[config.mk]
export PLATFORM = sky130hd
export DESIGN_NAME = exe_except_stage
export DESIGN_NICKNAME = d
export VERILOG_FILES = /design/src/rtl/exe_except_stage_pkg.sv /design/src/rtl/refetch_arm_fsm.sv /design/src/rtl/exe_except_stage.sv
export SDC_FILE = /design/constraint.sdc
export NUM_CORES = 1
export LEC_CHECK = 0
export CAP_MARGIN = 20
export CORE_UTILIZATION = 33
export CTS_CLUSTER_SIZE = 16
export DETAILED_ROUTE_END_ITERATION = 8
export GPL_TIMING_DRIVEN = 0
export PLACE_DENSITY = 0.85
export SETUP_SLACK_MARGIN = 0.15
export SYNTH_ARGS = -nofsm -noshare
export SYNTH_HDL_FRONTEND = slang
export SYNTH_SLANG_ARGS = --single-unit
[constraint.sdc]
create_clock -name clk -period 3 [get_ports clk]
set_input_delay 0.45 -clock clk [delete_from_list [all_inputs] [get_ports clk]]
set_output_delay 0.45 -clock clk [all_outputs]
set_load 0.01 [all_outputs]
[src/rtl/exe_except_stage_pkg.sv]
// Shared CPU definitions for the EXE exception path: the pipelined exception
// bundle, memory access size codes and refetch source indices.
package exe_except_stage_pkg;

   typedef struct packed {
      logic Interrupt;
      logic WrongAddressinIF;
      logic TLBRefillinIF;
      logic TLBInvalidinIF;
      logic ReservedInstruction;
      logic CoprocessorUnusable;
      logic Syscall;
      logic Break;
      logic Eret;
      logic Overflow;
      logic Trap;
      logic RdWrongAddressinMEM;
      logic WrWrongAddressinMEM;
      logic RdTLBRefillinMEM;
      logic RdTLBInvalidinMEM;
      logic WrTLBRefillinMEM;
      logic WrTLBInvalidinMEM;
      logic WrTLBModifiedinMEM;
      logic Refetch;
   } ExceptinPipeType;

   localparam logic [1:0] SZ_B = 2'd0;
   localparam logic [1:0] SZ_H = 2'd1;
   localparam logic [1:0] SZ_W = 2'd2;
   localparam logic [1:0] SZ_D = 2'd3;

   localparam int RF_TLBR     = 0;
   localparam int RF_TLBW_EHI = 1;
   localparam int RF_ICACHE   = 2;

   typedef enum logic {
      RA_IDLE  = 1'b0,
      RA_ARMED = 1'b1
   } refetch_state_e;

endpackage

[src/rtl/refetch_arm_fsm.sv]
// Remembers a refetch trigger that arrived while EXE had no acceptable
// instruction, for up to REFETCH_HOLD bubble cycles.
module refetch_arm_fsm
   import exe_except_stage_pkg::*;
#(
   parameter int unsigned REFETCH_HOLD = 2
) (
   input  logic clk,
   input  logic resetn,
   input  logic trig,
   input  logic accept,
   input  logic flush,
   input  logic hold,
   output logic armed
);

   localparam int unsigned CNT_W = $clog2(REFETCH_HOLD + 1);
   localparam logic [CNT_W-1:0] HOLD_LD = CNT_W'(REFETCH_HOLD);
   localparam logic [CNT_W-1:0] CNT_ONE = CNT_W'(1);

   refetch_state_e   state_q, state_d;
   logic [CNT_W-1:0] cnt_q, cnt_d;

   always_ff @(posedge clk) begin
      if (!resetn) begin
         state_q <= RA_IDLE;
         cnt_q   <= '0;
      end else begin
         state_q <= state_d;
         cnt_q   <= cnt_d;
      end
   end

   always_comb begin
      state_d = state_q;
      cnt_d   = cnt_q;
      case (state_q)
         RA_IDLE: begin
            cnt_d = '0;
            if (trig && !accept && !flush) begin
               state_d = RA_ARMED;
               cnt_d   = HOLD_LD;
            end
         end
         RA_ARMED: begin
            if (flush || accept) begin
               state_d = RA_IDLE;
               cnt_d   = '0;
            end else if (trig) begin
               cnt_d = HOLD_LD;
            end else if (!hold) begin
               // A stalled real instruction keeps the window open.
               if (cnt_q == CNT_ONE) begin
                  state_d = RA_IDLE;
                  cnt_d   = '0;
               end else begin
                  cnt_d = cnt_q - CNT_ONE;
               end
            end
         end
         default: begin
            state_d = RA_IDLE;
            cnt_d   = '0;
         end
      endcase
   end

   assign armed = (state_q == RA_ARMED);

endmodule

[src/rtl/exe_except_stage.sv]
// EXE-stage exception merger: combines IF/ID causes with EXE-detected causes
// and registers the bundle towards MEM.
module exe_except_stage
   import exe_except_stage_pkg::*;
#(
   parameter int unsigned NUM_REFETCH_SRC = 3,
   parameter int unsigned ADDR_LSB_W      = 3,
   parameter int unsigned REFETCH_HOLD    = 2,
   parameter int unsigned PC_W            = 32
) (
   input  logic                       clk,
   input  logic                       resetn,
   input  logic                       exe_valid,
   input  logic                       exe_stall,
   input  logic                       exe_flush,
   input  logic [PC_W-1:0]            exe_pc,
   input  ExceptinPipeType            exe_except_in,
   input  logic                       overflow_valid,
   input  logic                       trap_valid,
   input  logic                       ld_rd,
   input  logic                       st_wr,
   input  logic [1:0]                 mem_size,
   input  logic                       mem_unaligned_op,
   input  logic [ADDR_LSB_W-1:0]      addr_lsb,
   input  logic [NUM_REFETCH_SRC-1:0] refetch_src,
   output ExceptinPipeType            mem_except_out,
   output logic                       mem_valid_out,
   output logic                       exe_has_except,
   output logic                       refetch_armed
);

   // Bits below the access size must be zero; sizes beyond the checked
   // window saturate to all ones.
   function automatic logic [ADDR_LSB_W-1:0] align_mask(input logic [1:0] sz);
      logic [ADDR_LSB_W-1:0] m;
      for (int i = 0; i < int'(ADDR_LSB_W); i++) m[i] = (i < int'(sz));
      return m;
   endfunction

   logic            trig, accept, mis, armed;
   ExceptinPipeType merged;
   ExceptinPipeType mem_except_d, mem_except_q;
   logic            mem_valid_d, mem_valid_q;

   always_comb begin
      trig   = |refetch_src;
      accept = exe_valid && !exe_stall && !exe_flush && (exe_pc != '0);
      mis    = |(addr_lsb & align_mask(mem_size));

      merged                     = exe_except_in;
      merged.Overflow            = overflow_valid;
      merged.Trap                = trap_valid;
      merged.RdWrongAddressinMEM = ld_rd && !mem_unaligned_op && mis;
      merged.WrWrongAddressinMEM = st_wr && !mem_unaligned_op && mis;
      merged.Refetch             = accept && (trig || armed);
      if (!exe_valid) merged = '0;
   end

   assign exe_has_except = |merged;

   always_comb begin
      mem_valid_d  = mem_valid_q;
      mem_except_d = mem_except_q;
      if (exe_flush) begin
         mem_valid_d  = 1'b0;
         mem_except_d = '0;
      end else if (!exe_stall) begin
         mem_valid_d  = exe_valid;
         mem_except_d = merged;
      end
   end

   always_ff @(posedge clk) begin
      if (!resetn) begin
         mem_valid_q  <= 1'b0;
         mem_except_q <= '0;
      end else begin
         mem_valid_q  <= mem_valid_d;
         mem_except_q <= mem_except_d;
      end
   end

   refetch_arm_fsm #(
      .REFETCH_HOLD (REFETCH_HOLD)
   ) u_refetch_arm (
      .clk    (clk),
      .resetn (resetn),
      .trig   (trig),
      .accept (accept),
      .flush  (exe_flush),
      .hold   (exe_valid && exe_stall),
      .armed  (armed)
   );

   assign mem_except_out = mem_except_q;
   assign mem_valid_out  = mem_valid_q;
   assign refetch_armed  = armed;

endmodule

## Yosys cells after proc, flatten, opt, wreduce, memory -nomap -nowiden

Cells that the tools add are included.

- Word-level logic and storage cells: 66
- Bits of input ports: 69
- Bits in registers: 23

- Add/sub/neg operators: 1
- Bitwise logic cells: 3
- Eq/ne operators: 2
- Mux-type cells: 13
- Reductions and logical operators: 22
- $lt $le $gt $ge: 3

Operator list:

| cell | number |
|---|---|
| 32-bit nonzero test | 1 |
| 19-bit two-way mux | 1 |
| 19-bit OR reduction | 1 |
| 1-bit logical AND | 11 |
| 2-bit two-way mux | 5 |
| 3-bit OR reduction | 2 |
| 1-bit two-way mux | 5 |
| 1-bit logical NOT | 4 |
| 1-bit by 2-bit less-than comparator with 1-bit output (first input constant) | 2 |
| 4-bit by 3-bit != test with 1-bit output (second input constant) | 1 |
| 2-bit case mux with 2 select lines | 1 |
| 3-bit bitwise AND | 1 |
| 2-bit by 1-bit equality test with 1-bit output (second input constant) | 1 |
| 1-bit logical OR | 2 |
| 2-bit less-than comparator (first input constant) | 1 |
| 1-bit NOT | 2 |
| 1-bit case mux with 2 select lines | 1 |
| 2-bit OR reduction | 1 |
| 2-bit by 1-bit subtractor with 2-bit output (second input constant) | 1 |

## Logic depth before layout (Yosys ltp)

Gate-level depths: netlist of the first run.

- Word-level depth: 9
- Depth in mapped cells: 6
- Depth with buffers taken out: 6

## Hierarchy

A second synthesis of the first run with hierarchy kept.

- Cells, all modules: 116
- Area, all modules: 1011.0 sq um

Modules (own cells, without submodules):

| module | area an instance (sq um) | sequential area each (sq um) | instances | cells an instance |
|---|---|---|---|---|
| exe_except_stage | 874.6 | 400.4 | 1 | 101 |
| refetch_arm_fsm | 136.4 | 60.1 | 1 | 15 |

## Worst setup path before layout of the first run

Ideal clock, no wire load.

- Path type: input -> output
- Start point: input exe_stall
- End point: output exe_has_except
- Arrival time: 1298 ps
- Cell stages on the path: 4
- Data required time: 2550 ps
- Setup slack: 1252 ps
- Path through: buf_2 > nor2_4 > o21ai_0 > o311ai_1

- Word-level cells in the longest chain between the ends: 7

Ends and longest elaborated chain:

| what | line | source |
|---|---|---|
| from (decl) | exe_except_stage.sv:14 | `input logic exe_stall,` |
| 1-bit logical NOT | n/a |  |
| 1-bit logical AND (3 in series) | exe_except_stage.sv:47 | `accept = exe_valid && !exe_stall && !exe_flush && (exe_pc != '0);` |
| 1-bit logical AND | exe_except_stage.sv:55 | `merged.Refetch = accept && (trig \|\| armed);` |
| 19-bit two-way mux | exe_except_stage.sv:56 | `if (!exe_valid) merged = '0;` |
| 19-bit OR reduction | exe_except_stage.sv:59 | `assign exe_has_except = \|merged;` |
| to (decl) | exe_except_stage.sv:28 | `output logic exe_has_except,` |

No other way between the ends.

## Worst setup path in the final report of the first run

- Start point: input exe_valid
- End point: output exe_has_except

- Word-level cells in the longest chain between the ends: 6

Ends and longest elaborated chain:

| what | line | source |
|---|---|---|
| from (decl) | exe_except_stage.sv:13 | `input logic exe_valid,` |
| 1-bit logical AND (3 in series) | exe_except_stage.sv:47 |  |
| 1-bit logical AND | exe_except_stage.sv:55 |  |
| 19-bit two-way mux (*) | exe_except_stage.sv:56 |  |
| 19-bit OR reduction (*) | exe_except_stage.sv:59 |  |

Every way passes the cells marked *; elsewhere a longest branch is shown, timed or not.

==> results.tsv, run 1 <==
metric	value	unit
crit_path_max_fanout	5	
die_area	0.00328	mm²
drive_above_1_share	0.0634	
fin_nets	276	
yosys-top-cells-area	dfxtp_1 (46%), a22oi_1 (12%), nor4_1 (8.1%)	
clock_sinks	23	
drc	6	
grt_pass1_vias	1207	
violations	design-rule violations	
post-route-min-period	2.71	ns
status	complete, but fails checks	
wl_per_cell	13.5	µm
clkLatencyLatePin	0.32	ns
synth_async_sr_flop_share	0	
cts_made_buffers	3	
maxSlewHeadroom	0.688	
tightest_slew	0.464	ns
grt.overflow.total	0	
rsz0062_at_grt	false	
synth-seq-cells	23	
synth_edf_count	0	
crit_type	input port to output port	
end_kind	output port	
insertedDiodeCount	0	
area_growth	91.4	%
final_core_utilization	0.682	
via_count	1268	
io_pins	91	
grt.total_usage	0.202	
power	0.614	mW
clockBufferDepth	2	
ir_drop	0.000127	V
syn_nets	185	
worstPathArrival	2.26	ns
p_leak	0.673	nW
cts_resized	0	
slowest_delay	0.58	ns
syn_area	0.00101	mm²
antenna_found_initial	0	
avgViaCountPerCell	5.37	
cts_tree	yes	
ant_nets	0	
setup_viol	0	
root_buffer	clkbuf_4	
wl	3200	µm
fin_crit_sh	0.902	
start_util	0.356	
yosysWarnings	0	
grt_max_degree	14	
h-tree-depth	1	
timing.fmax	370	MHz
start_kind	input port	
yosysMostFrequentCell	dfxtp_1	
powerDensity	318	mW/mm²
io_buffers	84	
yosysTopAreaCell	dfxtp_1	
fin_skew	0.00374	ns
hold_viol	0	
synth_cells	115	
critPathRequiredTime	2.55	ns
drt_iter0_drc	52	
cp_common_cell	clkdlybuf4s50_1	
hold_class	flip-flop to flip-flop	
place_congestion	0.761	
synth_cell_type_count	27	
cp_cell_sequence	clkdlybuf4s50_1 > inv_1 > nor2_4 > o21ai_0 > o311ai_1 > clkdlybuf4s50_1	
rows	19	
crit_slowest_cell	clkdlybuf4s50_1	
dp_hpwl	2760	µm
fin_tns_setup	0	ns
seq_area_frac_synth	0.457	
drt_first_pass_iters	6	
coreArea	0.00283	mm²
clk_pin_slew_worst_paths	0.12	ns
dieHeight	57.3	µm
syn_area_per_cell	8.77	µm²
maxCapViolations	0	
netlist_top_cells_count	dfxtp_1 (23), nor2_1 (18), a22oi_1 (16), nor4_1 (13), a21oi_1 (7)	
grt_pass1_wl	5050	µm
slew_viol_final	0	
ys.flop_type	dfxtp_1	
synth_top_area_frac	0.457	
fp.dieW	57.3	µm
registers in the layout (all words and copies together), names as in the netlist:
register and cells:
u_refetch_arm.armed 1, mem_except_out 19, mem_valid_out 1, u_refetch_arm.cnt_q 2
critical path, delay by kind of cell:
family | cells | cell delay (ns)
compound gates | 2 | 0.39
buf+inv | 3 | 1.25
simple gates | 1 | 0.17
layout by cell type (no fill, tap or decap), types with 2 or more instances in the layout:
cell              n
dfxtp_1          23
nand3b_1          3
o21ai_0           4
inv_1             2
clkbuf_4          3
a21oi_1           7
nor2_1           18
buf_2             2
a22oi_1          16
nand4_1           2
nor3_1            3
clkbuf_1          2
buf_4             2
clkdlybuf4s50_1  84
nor4_1           13
buf_1             2
nand2_1           4
nand2b_1          2
cells by family (layout without fill, tap and decap cells):
logic type | count (synthesis) | in the layout | share of synthesized area
adders and majority gates | 1 | 1 | 0.0124
and+or+nand+nor | 50 | 50 | 0.272
muxes | 2 | 2 | 0.0211
AOI/OAI and AO/OA | 31 | 31 | 0.206
buffers and inverters | 8 | 98 | 0.0323
DFF | 23 | 23 | 0.457
worst paths after layout:
check                           depth (start not counted)  slack, ns                    from                     end
worst max register to register                          6       1.70  u_refetch_arm.cnt_q[1]  u_refetch_arm.cnt_q[0]
worst min register to register                          2       0.48       mem_except_out[6]       mem_except_out[6]
worst max-delay path                                    6       0.29               exe_valid          exe_has_except
worst min-delay path                                    2       0.48       mem_except_out[6]       mem_except_out[6]
routing by layer:
layer / wire, µm / vias up / global-route usage / part of all wire
met5: 0 / - / 0 / 0
met3: 311 / 2 / 0.0454 / 0.097
met4: 25 / 0 / 0.0906 / 0.0078
li1: - / 616 / - / -
met1: 1070 / 576 / 0.194 / 0.33
met2: 1790 / 74 / 0.403 / 0.56
stage by stage:
stage	worst slack [ns]	cell area, µm²	cells	hold WS, ns
finish	0.295	1930	236	0.480
global route	0.182	1930	236	0.491
CTS	0.186	1920	234	0.478
detailed placement	0.189	1890	230	0.460
global placement	0.201	1890	230	0.443
floorplan	1.25	1010	115	0.476
power by group:
group | switching, mW | total [mW] | internal, mW | leakage, nW
clock network | 0.0933 | 0.143 | 0.0500 | 0.0177
logic | 0.0519 | 0.155 | 0.103 | 0.469
registers | 0.00384 | 0.316 | 0.312 | 0.187
total | 0.149 | 0.614 | 0.465 | 0.673
timing repair:
action,in CTS,in global routing
buffers inserted,0,2
endpoints found under the setup margin,0,1
hold buffers,0,0
cell type report:
type,instances,area [µm²]
repair buffers,86,856
flip-flops and latches,23,460
well taps,31,38.8
clock buffers,3,22.5
multi-input cells,84,515
fillers,228,898
inverters,2,7.51
plain buffers,6,25.0
clock inverters,1,5.00
(Power assumes the default switching activity.)
==> run 2: changes to the inputs <==
--- a/config.mk
+++ b/config.mk
@@ -6,11 +6,12 @@
 export NUM_CORES = 1
 export LEC_CHECK = 0
 export CAP_MARGIN = 20
-export CORE_UTILIZATION = 33
+export CORE_UTILIZATION = 34
+export CTS_BUF_LIST = sky130_fd_sc_hd__clkbuf_4
 export CTS_CLUSTER_SIZE = 16
 export DETAILED_ROUTE_END_ITERATION = 8
 export GPL_TIMING_DRIVEN = 0
-export PLACE_DENSITY = 0.85
+export PLACE_DENSITY = 0.87
 export SETUP_SLACK_MARGIN = 0.15
 export SYNTH_ARGS = -nofsm -noshare
 export SYNTH_HDL_FRONTEND = slang
==> results.tsv, run 2 (synthesis gave the netlist of run 1 again) <==
metric	value	unit	change
p_leak	0.664	nW	was 0.673 nW
dp_hpwl	2950	µm	was 2760 µm
fin_crit_sh	0.864		was 0.902
clockBufferDepth	2		unchanged
ir_drop	0.000192	V	was 0.000127 V
clk_pin_slew_worst_paths	0.12	ns	about the same
maxSlewHeadroom	0.698		was 0.688
final_common_cell	clkdlybuf4s50_1		unchanged
crit_type	input port to output port		unchanged
cts_tree	yes		unchanged
drc	0		was 6
drt_first_pass_iters	4		was 6
dp_slack	0.128	ns	was 0.189 ns
die_area	0.00319	mm²	was 0.00328 mm²
start_util	0.363		was 0.356
rrSetupSlack	1.69	ns	was 1.70 ns
grt_pass1_wl	5640	µm	was 5050 µm
postCtsSetupBuffers	0		unchanged
area_growth	90.1	%	was 91.4%
ant_nets	0		unchanged
multiInputGateArea	515	µm²	unchanged
slowest_delay	0.57	ns	was 0.58 ns
end_kind	output port		unchanged
clkLatencyLatePin	0.31	ns	was 0.32 ns
fin_tns_setup	0	ns	unchanged
place_congestion	0.743		was 0.761
dieHeight	56.5	µm	was 57.3 µm
reg2reg_depth	6		unchanged
crit_slowest_cell	clkdlybuf4s50_1		unchanged
via_count	1267		was 1268
clock_sinks	23		unchanged
setup_viol	0		unchanged
fin_ws	0.409	ns	was 0.295 ns
startpoint	exe_valid		unchanged
cp_num_cells	6		unchanged
hold_class	flip-flop to flip-flop		unchanged
post-route-min-period	2.59	ns	was 2.71 ns
fin_skew	0.00513	ns	was 0.00374 ns
cp-endpoint	exe_has_except		unchanged
wl_per_cell	14.6	µm	was 13.5 µm
cts_made_buffers	3		unchanged
layout_common_cells	clkdlybuf4s50_1 (83), dfxtp_1 (23), nor2_1 (18)		was clkdlybuf4s50_1 (84), dfxtp_1 (23), nor2_1 (18)
h-tree-depth	1		unchanged
tightest_slew	0.452	ns	was 0.464 ns
seq_area	460	µm²	unchanged
status	finished clean		was complete, but fails checks
wl	3410	µm	was 3200 µm
fin_nets	274		was 276
r2r_end	u_refetch_arm.cnt_q[0]		unchanged
crit_buf_inv	3		unchanged
grt.total_usage	0.222		was 0.202
critPathRequiredTime	2.55	ns	about the same
insertedDiodeCount	0		unchanged
root_buffer	clkbuf_4		unchanged
worstPathArrival	2.14	ns	was 2.26 ns
grt.overflow.total	0		unchanged
drt_iter0_drc	17		was 52
coreArea	0.00278	mm²	was 0.00283 mm²
grt_pass1_vias	1368		was 1207
slew_viol_final	0		unchanged
avgViaCountPerCell	5.41		was 5.37
largest_reg_flops	19		unchanged
powerDensity	324	mW/mm²	was 318 mW/mm²
io_buffers	84		unchanged
timing.fmax	386	MHz	was 370 MHz
io_pins	91		unchanged
rows	19		unchanged
grt_max_degree	13		was 14
cp_cell_sequence	clkdlybuf4s50_1 > inv_1 > nor2_4 > o21ai_0 > o311ai_1 > dlygate4sd2_1		was clkdlybuf4s50_1 > inv_1 > nor2_4 > o21ai_0 > o311ai_1 > clkdlybuf4s50_1
fp.dieW	56.5	µm	was 57.3 µm
drive_above_1_share	0.0542		was 0.0634
critPathTopFamily	buffers and inverters		unchanged
maxCapViolations	0		unchanged
hold_viol	0		unchanged
rsz0062_at_grt	false		unchanged
antenna_found_initial	0		unchanged
r2r_start	u_refetch_arm.cnt_q[1]		unchanged
crit_path_max_fanout	10		was 5
fill_cells	229		was 228
start_kind	input port		unchanged
## run 2: cell count changes in the layout (fill, tap and decap cells not counted), sizes merged
cell	previous run	this run
dlygate4sd2	0	1
clkdlybuf4s50	84	83
clkbuf	5	6
buf	6	4
clkinv	1	0
## run 2: worst min-delay path, delay by kind of cell, from the launching register on
kind | cells | cell delay [ns]
DFF | 1 | 0.33
and+or+nand+nor | 1 | 0.06
AOI/OAI and AO/OA | 1 | 0.05
## run 2: how the worst min path moves through the flow
stage / slack [ns] / start / endpoint / depth (start not counted)
after floorplan: 0.48 / mem_except_out[0] / mem_except_out[0] / 2
after global placement: 0.44 / mem_except_out[0] / mem_except_out[0] / 2
after detailed placement: 0.46 / mem_except_out[6] / mem_except_out[6] / 2
after CTS: 0.48 / mem_except_out[0] / mem_except_out[0] / 2
after global routing: 0.51 / mem_except_out[6] / mem_except_out[6] / 2
final: 0.48 / mem_except_out[7] / mem_except_out[7] / 2
## run 2: metal layers
metal / vias to the layer above / part of all wire / track usage / routed length [µm]
met5: - / 0 / 0 / 0
met3: 12 / 0.072 / 0.0553 / 244
met2: 68 / 0.54 / 0.405 / 1830
li1: 610 / - / - / -
met4: 0 / 0.029 / 0.105 / 99
met1: 577 / 0.36 / 0.236 / 1240
## run 2: through the flow
step / power (mW) / util / std cells / hold slack (ns) / cell area, µm²
floorplan: 0.365 / - / 115 / 0.476 / 1010
global placement: 0.473 / 0.679 / 230 / 0.443 / 1890
detailed placement: 0.478 / 0.679 / 230 / 0.465 / 1890
CTS: 0.622 / 0.689 / 234 / 0.484 / 1920
global route: 0.649 / 0.689 / 234 / 0.512 / 1920
finish: 0.620 / 0.689 / 234 / 0.480 / 1920
## run 2: what timing repair did
item                       in CTS  in global routing
setup endpoints to repair       1                  0
gates resized for setup         1                  0
hold buffers                    0                  0
## run 2: area by class of cell
cell class / count / share of cell area
timing repair buffer: 84 / 0.438
clock buffer: 4 / 0.0157
buffer: 6 / 0.0131
multi-input combinational: 84 / 0.269
sequential: 23 / 0.240
inverter: 2 / 0.00392
tap: 31 / 0.0202
## run 2: where the power goes
part | total [mW] | switching [mW] | internal (mW) | leakage, nW
Clock | 0.150 | 0.0892 | 0.0610 | 0.0184
Combinational | 0.154 | 0.0535 | 0.101 | 0.459
Sequential | 0.316 | 0.00395 | 0.312 | 0.187
